$ cat src/rtl/seq_det_event_counter.sv
// rtl/seq_det_event_counter.sv - match-event counter behind the "11" sequence detector
// Turns the level detect signal into counted events, run lengths and a sticky threshold irq.
module seq_det_event_counter #(
  parameter int CNT_W = 8,
  parameter int RUN_W = 6
) (
  input  logic             clk,
  input  logic             rst,
  input  logic             det,
  input  logic             enable,
  input  logic             clr,
  input  logic [CNT_W-1:0] thresh,
  input  logic             irq_ack,
  output logic [CNT_W-1:0] event_cnt,
  output logic [RUN_W-1:0] last_run,
  output logic [RUN_W-1:0] max_run,
  output logic             in_run,
  output logic             irq,
  output logic             ovf
);

  typedef enum logic {
    IDLE   = 1'b0,
    ACTIVE = 1'b1
  } state_t;

  localparam logic [CNT_W-1:0] CNT_MAX = '1;
  localparam logic [RUN_W-1:0] RUN_MAX = '1;

  state_t           state, state_nxt;
  logic [RUN_W-1:0] cur_run, cur_run_nxt;
  logic [RUN_W-1:0] last_run_nxt, max_run_nxt;
  logic [CNT_W-1:0] event_cnt_nxt, cnt_inc;
  logic             irq_nxt, ovf_nxt, event_hit, irq_set;

  assign cnt_inc = event_cnt + CNT_W'(1);

  always_ff @(posedge clk or posedge rst) begin
    if (rst) begin
      state     <= IDLE;
      cur_run   <= '0;
      last_run  <= '0;
      max_run   <= '0;
      event_cnt <= '0;
      in_run    <= 1'b0;
      irq       <= 1'b0;
      ovf       <= 1'b0;
    end else begin
      state     <= state_nxt;
      cur_run   <= cur_run_nxt;
      last_run  <= last_run_nxt;
      max_run   <= max_run_nxt;
      event_cnt <= event_cnt_nxt;
      in_run    <= (state_nxt == ACTIVE);
      irq       <= irq_nxt;
      ovf       <= ovf_nxt;
    end
  end

  always_comb begin
    state_nxt     = state;
    cur_run_nxt   = cur_run;
    last_run_nxt  = last_run;
    max_run_nxt   = max_run;
    event_cnt_nxt = event_cnt;
    irq_nxt       = irq;
    ovf_nxt       = ovf;
    event_hit     = 1'b0;
    irq_set       = 1'b0;

    if (clr) begin
      state_nxt     = IDLE;
      cur_run_nxt   = '0;
      last_run_nxt  = '0;
      max_run_nxt   = '0;
      event_cnt_nxt = '0;
      irq_nxt       = 1'b0;
      ovf_nxt       = 1'b0;
    end else begin
      // Run tracking ignores enable so a mid-run enable rise never fakes an edge.
      case (state)
        IDLE: begin
          if (det) begin
            state_nxt   = ACTIVE;
            cur_run_nxt = RUN_W'(1);
            event_hit   = 1'b1;
          end
        end
        ACTIVE: begin
          if (det) begin
            cur_run_nxt = (cur_run == RUN_MAX) ? cur_run : cur_run + RUN_W'(1);
          end else begin
            state_nxt    = IDLE;
            last_run_nxt = cur_run;
            max_run_nxt  = (cur_run > max_run) ? cur_run : max_run;
            cur_run_nxt  = '0;
          end
        end
        default: state_nxt = IDLE;
      endcase

      if (event_hit && enable) begin
        if (event_cnt == CNT_MAX) begin
          ovf_nxt = 1'b1;
        end else begin
          event_cnt_nxt = cnt_inc;
          irq_set       = (thresh != '0) && (cnt_inc == thresh);
        end
      end

      // A set on the same edge as an ack wins.
      if (irq_set) begin
        irq_nxt = 1'b1;
      end else if (irq_ack) begin
        irq_nxt = 1'b0;
      end
    end
  end

endmodule
$ cat config.mk
export PLATFORM = sky130hd
export DESIGN_NAME = seq_det_event_counter
export DESIGN_NICKNAME = d
export VERILOG_FILES = /design/src/rtl/seq_det_event_counter.sv
export SDC_FILE = /design/constraint.sdc
export NUM_CORES = 1
export LEC_CHECK = 0
export CAP_MARGIN = 30
export CORE_ASPECT_RATIO = 2
export CORE_MARGIN = 4
export CORE_UTILIZATION = 54
export CTS_BUF_LIST = sky130_fd_sc_hd__clkbuf_16
export CTS_CLUSTER_SIZE = 12
export DETAILED_ROUTE_END_ITERATION = 8
export GPL_TIMING_DRIVEN = 1
export PLACE_DENSITY = 0.84
export SETUP_SLACK_MARGIN = 0.5
export SLEW_MARGIN = 20
export SYNTH_ARGS = -nofsm -noshare
export SYNTH_HDL_FRONTEND = slang
export SYNTH_SLANG_ARGS = --single-unit
$ cat constraint.sdc
create_clock -name clk -period 3.6 [get_ports clk]
set_clock_uncertainty 0.15 [all_clocks]
set_input_delay 0.72 -clock clk [delete_from_list [all_inputs] [get_ports clk]]
set_output_delay 0.72 -clock clk [all_outputs]
set_load 0.005 [all_outputs]
=== Yosys cells after proc, flatten, opt, wreduce, memory -nomap -nowiden ===
Cells that the tools add are included.

* Magnitude comparators: 1
* Eq/ne operators: 7
* Reductions and logical operators: 13
* Bitwise logic cells: 1
* Multiplexer cells: 28
* Add/subtract/negate cells: 2

{| class="wikitable"
|+ Operators with widths
! operator !! number
|-
| 6-bit two-way mux || 11
|-
| 8-bit two-way mux || 3
|-
| 1-bit two-way mux || 13
|-
| 6-bit case mux with 2 select lines || 1
|-
| 8-bit by 1-bit adder with 8-bit output (second input constant) || 1
|-
| 8-bit equality test || 1
|-
| 8-bit equality test (second input constant) || 1
|-
| 2-bit AND reduction || 4
|-
| 2-bit nonzero test || 4
|-
| 8-bit nonzero test || 1
|-
| 6-bit by 1-bit adder with 6-bit output (second input constant) || 1
|-
| 6-bit equality test (second input constant) || 1
|-
| 6-bit greater-than comparator || 1
|-
| 4-bit != test (second input constant) || 1
|-
| 3-bit != test (second input constant) || 1
|-
| 3-bit AND reduction || 1
|-
| 3-bit nonzero test || 1
|-
| 1-bit logical AND || 2
|-
| 2-bit by 1-bit != test with 1-bit output (second input constant) || 1
|-
| 2-bit != test (second input constant) || 1
|-
| 1-bit NOT || 1
|}

* Logic and storage cells: 59
* Register bits: 29
* Input port bits: 14

=== Longest topological paths before layout ===
Gate-level depths: netlist of the first run.

* Depth after elaboration: 8
* Depth in mapped cells: 7
* Gate-level depth less buffers: 7

=== Least setup slack after synthesis of the first run ===
No wires, ideal clock.

* Path type: flip-flop to flip-flop
* Start: register cur_run[3]
* End: register max_run[0]
* Required time: 3.318 ns
* Arrival: 1.789 ns
* Slack: 1.529 ns
* Cell stages (with the launch flop): 7
* Cells stage by stage: dfrtp_1 -> ha_1 -> and4_4 -> a311o_1 -> a31oi_4 -> mux2i_1 -> nor2_1

* Word-level cells in the longest chain between the ends: 3

{| class="wikitable"
|+ Ends and longest elaborated chain
! item !! line !! text
|-
| from (decl) || 31 || <nowiki>logic [RUN_W-1:0] cur_run, cur_run_nxt;</nowiki>
|-
| from (signal assigned) || 50 || <nowiki>cur_run <= cur_run_nxt;</nowiki>
|-
| 6-bit greater-than comparator || 95 || <nowiki>max_run_nxt = (cur_run > max_run) ? cur_run : max_run;</nowiki>
|-
| 2-bit nonzero test (no source line) || -- ||
|-
| 3-bit AND reduction (no source line) || -- ||
|-
| to (signal assigned) || 52 || <nowiki>max_run <= max_run_nxt;</nowiki>
|-
| to (decl) || 16 || <nowiki>output logic [RUN_W-1:0] max_run,</nowiki>
|}

Every way passes these cells.
A chain may end at the register's enable or synchronous reset.

=== Final worst setup path of the first run ===
* Start: input det
* End: register irq

* Word-level cells in the longest chain between the ends: 8
* Elaborated cells between the ends (all ways): 9
* Classes of those cells: 7 x mux; 2 x reduce/logical

{| class="wikitable"
|+ Ends and longest elaborated chain
! item !! line !! text
|-
| from (decl) || 9 || <nowiki>input logic det,</nowiki>
|-
| 1-bit two-way mux (*) || 83 || <nowiki>if (det) begin</nowiki>
|-
| 1-bit two-way mux (*) || 81 || <nowiki>case (state)</nowiki>
|-
| 1-bit two-way mux (*) || 71 || <nowiki>if (clr) begin</nowiki>
|-
| 1-bit logical AND (*) || 102 || <nowiki>if (event_hit && enable) begin</nowiki>
|-
| 1-bit two-way mux (*) || 102 ||
|-
| 1-bit two-way mux (*) || 71 ||
|-
| 1-bit two-way mux || 112 || <nowiki>if (irq_set) begin</nowiki>
|-
| 1-bit two-way mux || 71 ||
|-
| to (signal assigned) || 55 || <nowiki>irq <= irq_nxt;</nowiki>
|-
| to (decl) || 18 || <nowiki>output logic irq,</nowiki>
|}

Mark *: on every way between the ends. The rest lies on a longest branch, timed or not. The select of a mux whose other input is x is not followed.

==> results, run 1 <==
- The run finished with clean final reports.
- The root buffer cell is clkbuf_16.
- Hold repair after CTS inserted 0 buffers.
- The detailed router's first-iteration violation count is 35.
- For this run, the top clock speed supported by timing is 414 MHz.
- The final net count is 240.
- After synthesis, flip-flops and latches occupy 42.3% of the total area.
- Before CTS, the worst setup slack after placement is 969 ps.
- The post-detailed-placement half-perimeter wirelength is 3.39 mm.
- TritonCTS built the clock tree.
- The final wirelength is 4.40 mm.
- The total clock sinks is 29.
- dfrtp_1 takes more of the synthesized area than any other cell.
- The register area is 726 um2.
- After clock tree synthesis, the setup repair step added 0 buffers.
- The number of placed instances, taps included, is 241.
- The post-synthesis share of cell area spent on and, or, nand and nor gates is 19.8%.
- Headroom to the max-slew limit came out at 63.8%.
- Counting the fill cells in the layout gives 223.
- The share of the clock period used by the worst path is 67.1%.
- The repair_antennas step left the layout with diodes totalling 0.
- In the final layout, the share of cells above drive strength 1 is 7.76%.
- The number of input and output port buffers inserted is 36.
- The worst setup path is captured at a flip-flop.
- Dividing the detail-routed wire length by the instance count gives 17.7 um.
- The clock reaches the later pin of the worst-skew pair after 280 ps.
- Counting flops with a built-in enable in the synthesized netlist gives 0.
- Along the worst hold path, the cell count comes to 2.
- The vias after detailed routing is 1512.
- The floorplan row count is 28.
- Ranked by instance count, the synthesized netlist is headed by nor2_1, dfrtp_1, mux2i_1, xnor2_1, inv_1.
- Of all nets on the critical path, the largest fanout is 9.
- The tool flagged a number of max-cap violations equal to 0.
- The multi-input combinational cell area is 923 um2.
- The worst setup margin is 1180 ps.
- The launch point of the worst path is det.
- The top cell type by area accounts for 42.3% of the synthesized area.
- The main flop type after synthesis is dfrtp_1.
- Setup total negative slack on the finished layout was measured at 0 ps.
- The power per unit of standard cell area is 358 nW/um2.
- After floorplanning, the core was sized to cover 3010 um2.
- The share of flip-flops with an asynchronous set or reset is 100%.
- The congestion estimate from routability-driven global placement came to 0.865.
- The data arrival time of the worst path is 2440 ps.
- By area, the combinational part of the netlist is dominated by simple AND/OR/NAND/NOR gates.
- The cell area after synthesis is 1710 um2.
- The H-tree was split into 2 levels.
- By area the synthesized netlist is led by dfrtp_1, mux2i_1, nor2_1, ha_1, xnor2_1.
- The worst hold path terminates at last_run[5].
- The launch instance of the worst register-to-register path is cur_run[3].
- The setup slack of the worst register-to-register path is 1300 ps.
- The initial cell density of the core is 56.9%.
- The total overflow left after global routing is 0.
- The largest net degree at the start of global routing is 22.
- Relative to the synthesized area, the layout overhead comes to 32.0%.
- The global-route usage over all layers is 24.2%.
- For this design the top-level I/O count stands at 37.
- The post-route minimum period is 2420 ps.
- The cell count after synthesis is 179.
- The required time reported for the critical path endpoint is 3620 ps.
- In this run the mean area of a mapped cell was 9.58 um2.
- The synthesized netlist devotes 9.20% of its cell area to XOR and XNOR gates.
- The maximum buffer depth of the clock tree is 2.
- The area of the die is 4190 um2.
- The number of failing hold endpoints at the final stage came to 0.
- Setup violations remaining at the end of the flow were counted as 0.
- The worst hold path begins at last_run[5].
- Setup repair after global routing left no endpoint under its margin.
- The path class of the tightest hold or removal check is flip-flop to flip-flop.
- The destination of the worst register-to-register timing path is max_run[1].
- The most common cell in the synthesized netlist is nor2_1.
- When the netlist entered floorplanning its net count stood at 201.
- The via count of the first global-routing pass came to 1627.
- The post-synthesis compound-gate area fraction is 10.9%.
- The die extent in x is 47.8 um.
- The register clock-pin slew on the reported worst setup and hold paths is 50 ps.
- The die outline height is 87.7 um.
- The final instance area is 2260 um2.
- In this run the remaining antenna-violating nets after routing total 0.
- Once placement finished, the instance area stood at 2120 um2.
- Excluding fillers, the count of instances in the completed layout stands at 249.
- The first-pass iteration count of the detailed router is 4.
- Measured against the total synthesized area, the mux share comes to 8.18%.
- The wire length of the first global-routing pass is 7.22 mm.
- The initial antenna violation count is 0.
- The final number of max-transition violations was 0.
- The post-detailed-route DRC marker count is 0.
- The worst vdd rail ir drop is 0.383 mV.
- The number of warnings issued by yosys is 0.
- The average via count per standard cell is 6.07.
- For the pin with the worst max-slew slack, the measured transition is 542 ps.
- The critical path launch point type is an input pin.
- The final core utilization is 75.1%.
- The count of distinct cell types in the synthesized netlist is 38.
- For this design the static power due to leakage is 0.904 nW.
- For the worst flop-to-flop path, the logic depth is 6.
- The arithmetic-cell share of the synthesized area counting full adders, half adders and majority gates is 5.84%.
- The number of buffers created by CTS is 5.
- The count of state elements after synthesis is 29.
- The total of cells resized after clock tree synthesis is 0.
- The critical path in this run is classified as input pin to flip-flop.
[kinds of logic (layout without fill, tap and decap cells)]
kind of cell,after synthesis,in the layout
compound gates,25,25
xor+xnor,18,18
fa+ha+maj,8,8
buf+inv,16,56
flops,29,29
mux,14,14
simple gates,69,69
[cell usage in the layout (no fill, tap or decap), drive strengths merged, types with 5 or more instances in the layout]
cell,n
mux2i,14
xor2,7
clkbuf,5
o21ai,6
xnor2,11
clkdlybuf4s50,36
inv,10
ha,8
dfrtp,29
nor2,32
a21oi,8
nand3,8
[metal layers]
metal	GRT usage (%)	share of wire, %	routed length [um]	vias to the layer above
met2	43.4	58	2570	53
met1	23.8	34	1500	746
met4	13.5	2.6	116	0
li1	-	-	-	701
met3	4.53	4.8	213	12
met5	0	0	0	-
[registers in the layout, indices dropped and copies added (netlist names)]
register,flops
event_cnt,8
irq,1
max_run,6
last_run,6
ovf,1
cur_run,6
state,1
[how the worst max path moves through the flow]
| stage | end | slack [ps] |
|---|---|---|
| floorplan | max_run[0] | 1530 |
| global placement | irq | 1020 |
| detailed placement | irq | 970 |
| CTS | irq | 1200 |
| global route | irq | 1050 |
| finish | irq | 1180 |
[metrics by stage]
stage | total power [W] | hold WS (ps)
floorplan | 0.000379 | 320
global placement | 0.000408 | 319
detailed placement | 0.000414 | 353
CTS | 0.000815 | 371
global route | 0.000834 | 388
finish | 0.000810 | 367
[area by class of cell]
cell class / instances / share of cell area, %
clock buffer: 5 / 5.53
clock inverter: 3 / 0.774
inverter: 10 / 1.66
multi-input combinational: 134 / 40.8
sequential: 29 / 32.1
tap: 30 / 1.66
timing repair buffer: 38 / 17.5
[critical path, stage by stage]
cell	delay [ps]
clkdlybuf4s50_1	670
nand3b_1	190
o21bai_2	310
nor2_1	130
nand4_1	130
o31ai_1	300
[power by group]
group	total, W	internal, W	leakage [nW]	switching (W)
Combinational	0.0000735	0.0000366	0.432	0.0000369
Sequential	0.000336	0.000330	0.402	0.00000637
Clock	0.000400	0.000253	0.0696	0.000147
Total	0.000810	0.000619	0.904	0.000191
Note: power is estimated with default switching activity, not from simulation.
==> run 2: changes to the inputs <==
--- a/config.mk
+++ b/config.mk
@@ -8,12 +8,12 @@
 export CAP_MARGIN = 30
 export CORE_ASPECT_RATIO = 2
 export CORE_MARGIN = 4
-export CORE_UTILIZATION = 54
+export CORE_UTILIZATION = 50
 export CTS_BUF_LIST = sky130_fd_sc_hd__clkbuf_16
 export CTS_CLUSTER_SIZE = 12
 export DETAILED_ROUTE_END_ITERATION = 8
 export GPL_TIMING_DRIVEN = 1
-export PLACE_DENSITY = 0.84
+export PLACE_DENSITY = 0.79
 export SETUP_SLACK_MARGIN = 0.5
 export SLEW_MARGIN = 20
 export SYNTH_ARGS = -nofsm -noshare
==> constraint.sdc (replaced) <==
create_clock -name clk -period 2.4 [get_ports clk]
set_clock_uncertainty 0.15 [all_clocks]
set_input_delay 0.48 -clock clk [delete_from_list [all_inputs] [get_ports clk]]
set_output_delay 0.48 -clock clk [all_outputs]
set_load 0.005 [all_outputs]
==> results, run 2 (synthesis results as in run 1) <==
- The run finished with clean final reports.
- The cell type of the slowest stage on the worst timing path is dfrtp_1.
- The wire length of the first global-routing pass is 8.07 mm (+12%).
- The final number of max-transition violations was 0 (unchanged).
- Compared with the post-synthesis result, the final layout area differs by 52.9%.
- The total setup violations reported at the end of the flow is 0 (unchanged).
- The worst-skew pair later-pin latency is 280 ps (about the same).
- The initial antenna violation count is 0 (unchanged).
- The register bank with the most flops is event_cnt.
- The routed length on met3 was 193 um (-9.4%).
- The die extent in x came to 49.4 um (+3.3%).
- The worst vdd rail ir drop is 0.530 mV (+38%).
- In the layout the commonest cells are clkdlybuf4s50_1, nor2_1, buf_4.
- The residual overflow from global routing came to 0 (unchanged).
- The maximum clock rate is 493 MHz.
- The number of flip-flops in the largest register is 8 (unchanged).
- The stage delay of the slowest cell on the critical path is 400 ps (-270 ps).
- Leaving out fill and tap cells, the most frequent cell in the layout is clkdlybuf4s50_1.
- The average wire per cell in the routed design is 19.0 um (+7.3%).
- The leakage power summed over all cells is 1.07 nW (+18%).
- The launch instance of the worst register-to-register path is max_run[3].
- STA classifies the critical path startpoint as a flip-flop.
- The wire length the detailed router placed on met1 came to 1.79 mm (+19%).
- The floorplan row count is 29 (+3.6%).
- The path class of the lowest-slack min-delay path is flip-flop to flip-flop.
- The met2 routed wirelength is 3.12 mm (+21%).
- The final net count is 266 (+11%).
- The area of the die is 4490 um2 (+6.9%).
- The power after layout was 0.00145 W (+79%).
- The total I/O pin count is 37 (unchanged).
- The routed design could run at a clock period as short as 2030 ps.
- The final critical path takes up 84.5% of the cycle.
- The number of input and output port buffers inserted came to 36 (unchanged).
- The detailed router's first-iteration violation count is 39 (+11%).
- The register clock-pin slew on the reported worst setup and hold paths is 50 ps (about the same).
- The layout cell share with drive strength beyond 1 came to 26.1% (+18 points).
- The vias after detailed routing was 1643 (+8.7%).
- The kind of end point of the critical path is a flip-flop.
- The power per unit of standard cell area is 553 nW/um2 (+55%).
- The required time reported for the critical path endpoint is 2410 ps (-1210 ps).
- Following the worst setup path forward leads to its endpoint at max_run[2].
- The number of failing hold endpoints at the final stage was 0 (unchanged).
- The post-detailed-placement half-perimeter wirelength is 3.36 mm (-0.94%).
- The number of buffers created by CTS came to 5 (unchanged).
- The count of max-cap constraint violations was 0 (unchanged).
- The worst-margin pin slew is 460 ps (-82.3 ps).
- The critical path goes through inv_2 > ha_4 > and4_4 > a311o_1 > a31oi_4 > buf_12 > mux2i_1 > nor2_1.
- The via count of the first global-routing pass came to 1721 (+5.8%).
- The critical path in this run is classified as flip-flop to flip-flop.
- The average via count per standard cell was 5.95 (-2.0%).
- The total clock sinks is 29 (unchanged).
- The highest routed metal layer is met4.
- The antenna cell count is 0 (unchanged).
- The last weighted congestion value of the routability-driven placer is 0.806 (-6.8%).
- The setup slack of the worst register-to-register path came to 370 ps (-930 ps).
- The worst relative slew slack is 69.3% (+5.5 points).
- The area of the placeable core is 3230 um2 (+7.2%).
- The peak fanout along the critical path is 6 (-3).
- The number of fillers in the final layout is 199 (-11%).
- The summed negative setup slack over all endpoints is 0 ps (unchanged).
- The number of H-tree levels is 2 (unchanged).
- The post-detailed-route DRC marker count was 0 (unchanged).
- The worst hold slack after final layout is 369 ps (+1.59 ps).
- The destination of the worst register-to-register timing path is max_run[2].
- The initial cell density of the core is 53.1% (-3.8 points).
- Clock tree synthesis selected as its root buffer the cell clkbuf_16.
- The number of cells traversed by the worst hold path is 2 (unchanged).
- The TritonCTS clock tree is built.
- The number of cells on the worst reg-to-reg path came to 8 (+2).
- The final wirelength is 5.23 mm (+19%).
- The first-pass iteration count of the detailed router is 4 (unchanged).
- The remaining antenna violation count after routing is 0 (unchanged).
- The largest net degree at the start of global routing is 30 (+36%).
- In this run the worst setup path begins at max_run[3].
- The die outline height is 90.8 um (+3.6%).
- The global-route usage over all layers is 23.5% (-0.74 points).
- The maximum buffer depth of the clock tree is 2 (unchanged).
- The data arrival time of the worst path is 2040 ps (-400 ps).
- Setup repair after global routing could not meet its margin everywhere.
-- run 2: how the worst min path moves through the flow --
stage               startpoint  end
finish                     irq  irq
CTS                        irq  irq
detailed placement         irq  irq
global placement           irq  irq
global route               irq  irq
floorplan                  irq  irq
-- run 2: area by class of cell --
| cell class | count | area [um2] | area share (%) |
|---|---|---|---|
| multi-input combinational | 135 | 1030 | 39.3 |
| sequential | 29 | 738 | 28.2 |
| timing repair buffer | 63 | 586 | 22.3 |
| clock buffer | 5 | 125 | 4.77 |
| clock inverter | 3 | 65.1 | 2.48 |
| tap | 31 | 38.8 | 1.48 |
| inverter | 10 | 37.5 | 1.43 |
-- run 2: per-stage QoR --
stage | area (um2) | utilization [%] | setup WS [ps] | std cells
final | 2620 | 81.2 | 372 | 276
after global routing | 2620 | 81.2 | 275 | 276
after CTS | 2500 | 77.4 | 363 | 266
after detailed placement | 2150 | 66.7 | 147 | 249
after global placement | 2150 | 66.7 | 222 | 249
after floorplan | 1710 | - | 415 | 179
-- run 2: power breakdown --
part	switching (W)	internal [W]
Sequential	0.00000643	0.000495
Combinational	0.0000642	0.0000670
Clock	0.000226	0.000592
Total	0.000297	0.00115
-- run 2: metal layers --
layer  GRT usage, %  up-vias
li1               -      747
met1           22.2      819
met2           46.9       63
met3           2.64       14
met4           11.5        0
met5              0        -
-- run 2: worst max-delay path, delay by kind of cell, from the launching register on --
family                     cells  cell delay [ps]
adders and majority gates      1              200
muxes                          1              210
AOI/OAI and AO/OA              2              480
DFF                            1              400
buffers and inverters          2              230
and+or+nand+nor                2              250
-- run 2: repair_timing --
action / 4_1_cts / 5_1_grt
pin swaps: 5 / 2
gates cloned: 1 / 0
setup buffers: 8 / 10
resized for setup: 15 / 12
endpoints found under the setup margin: 23 / 20
hold buffers: 0 / 0
hold endpoints to repair: 0 / 0
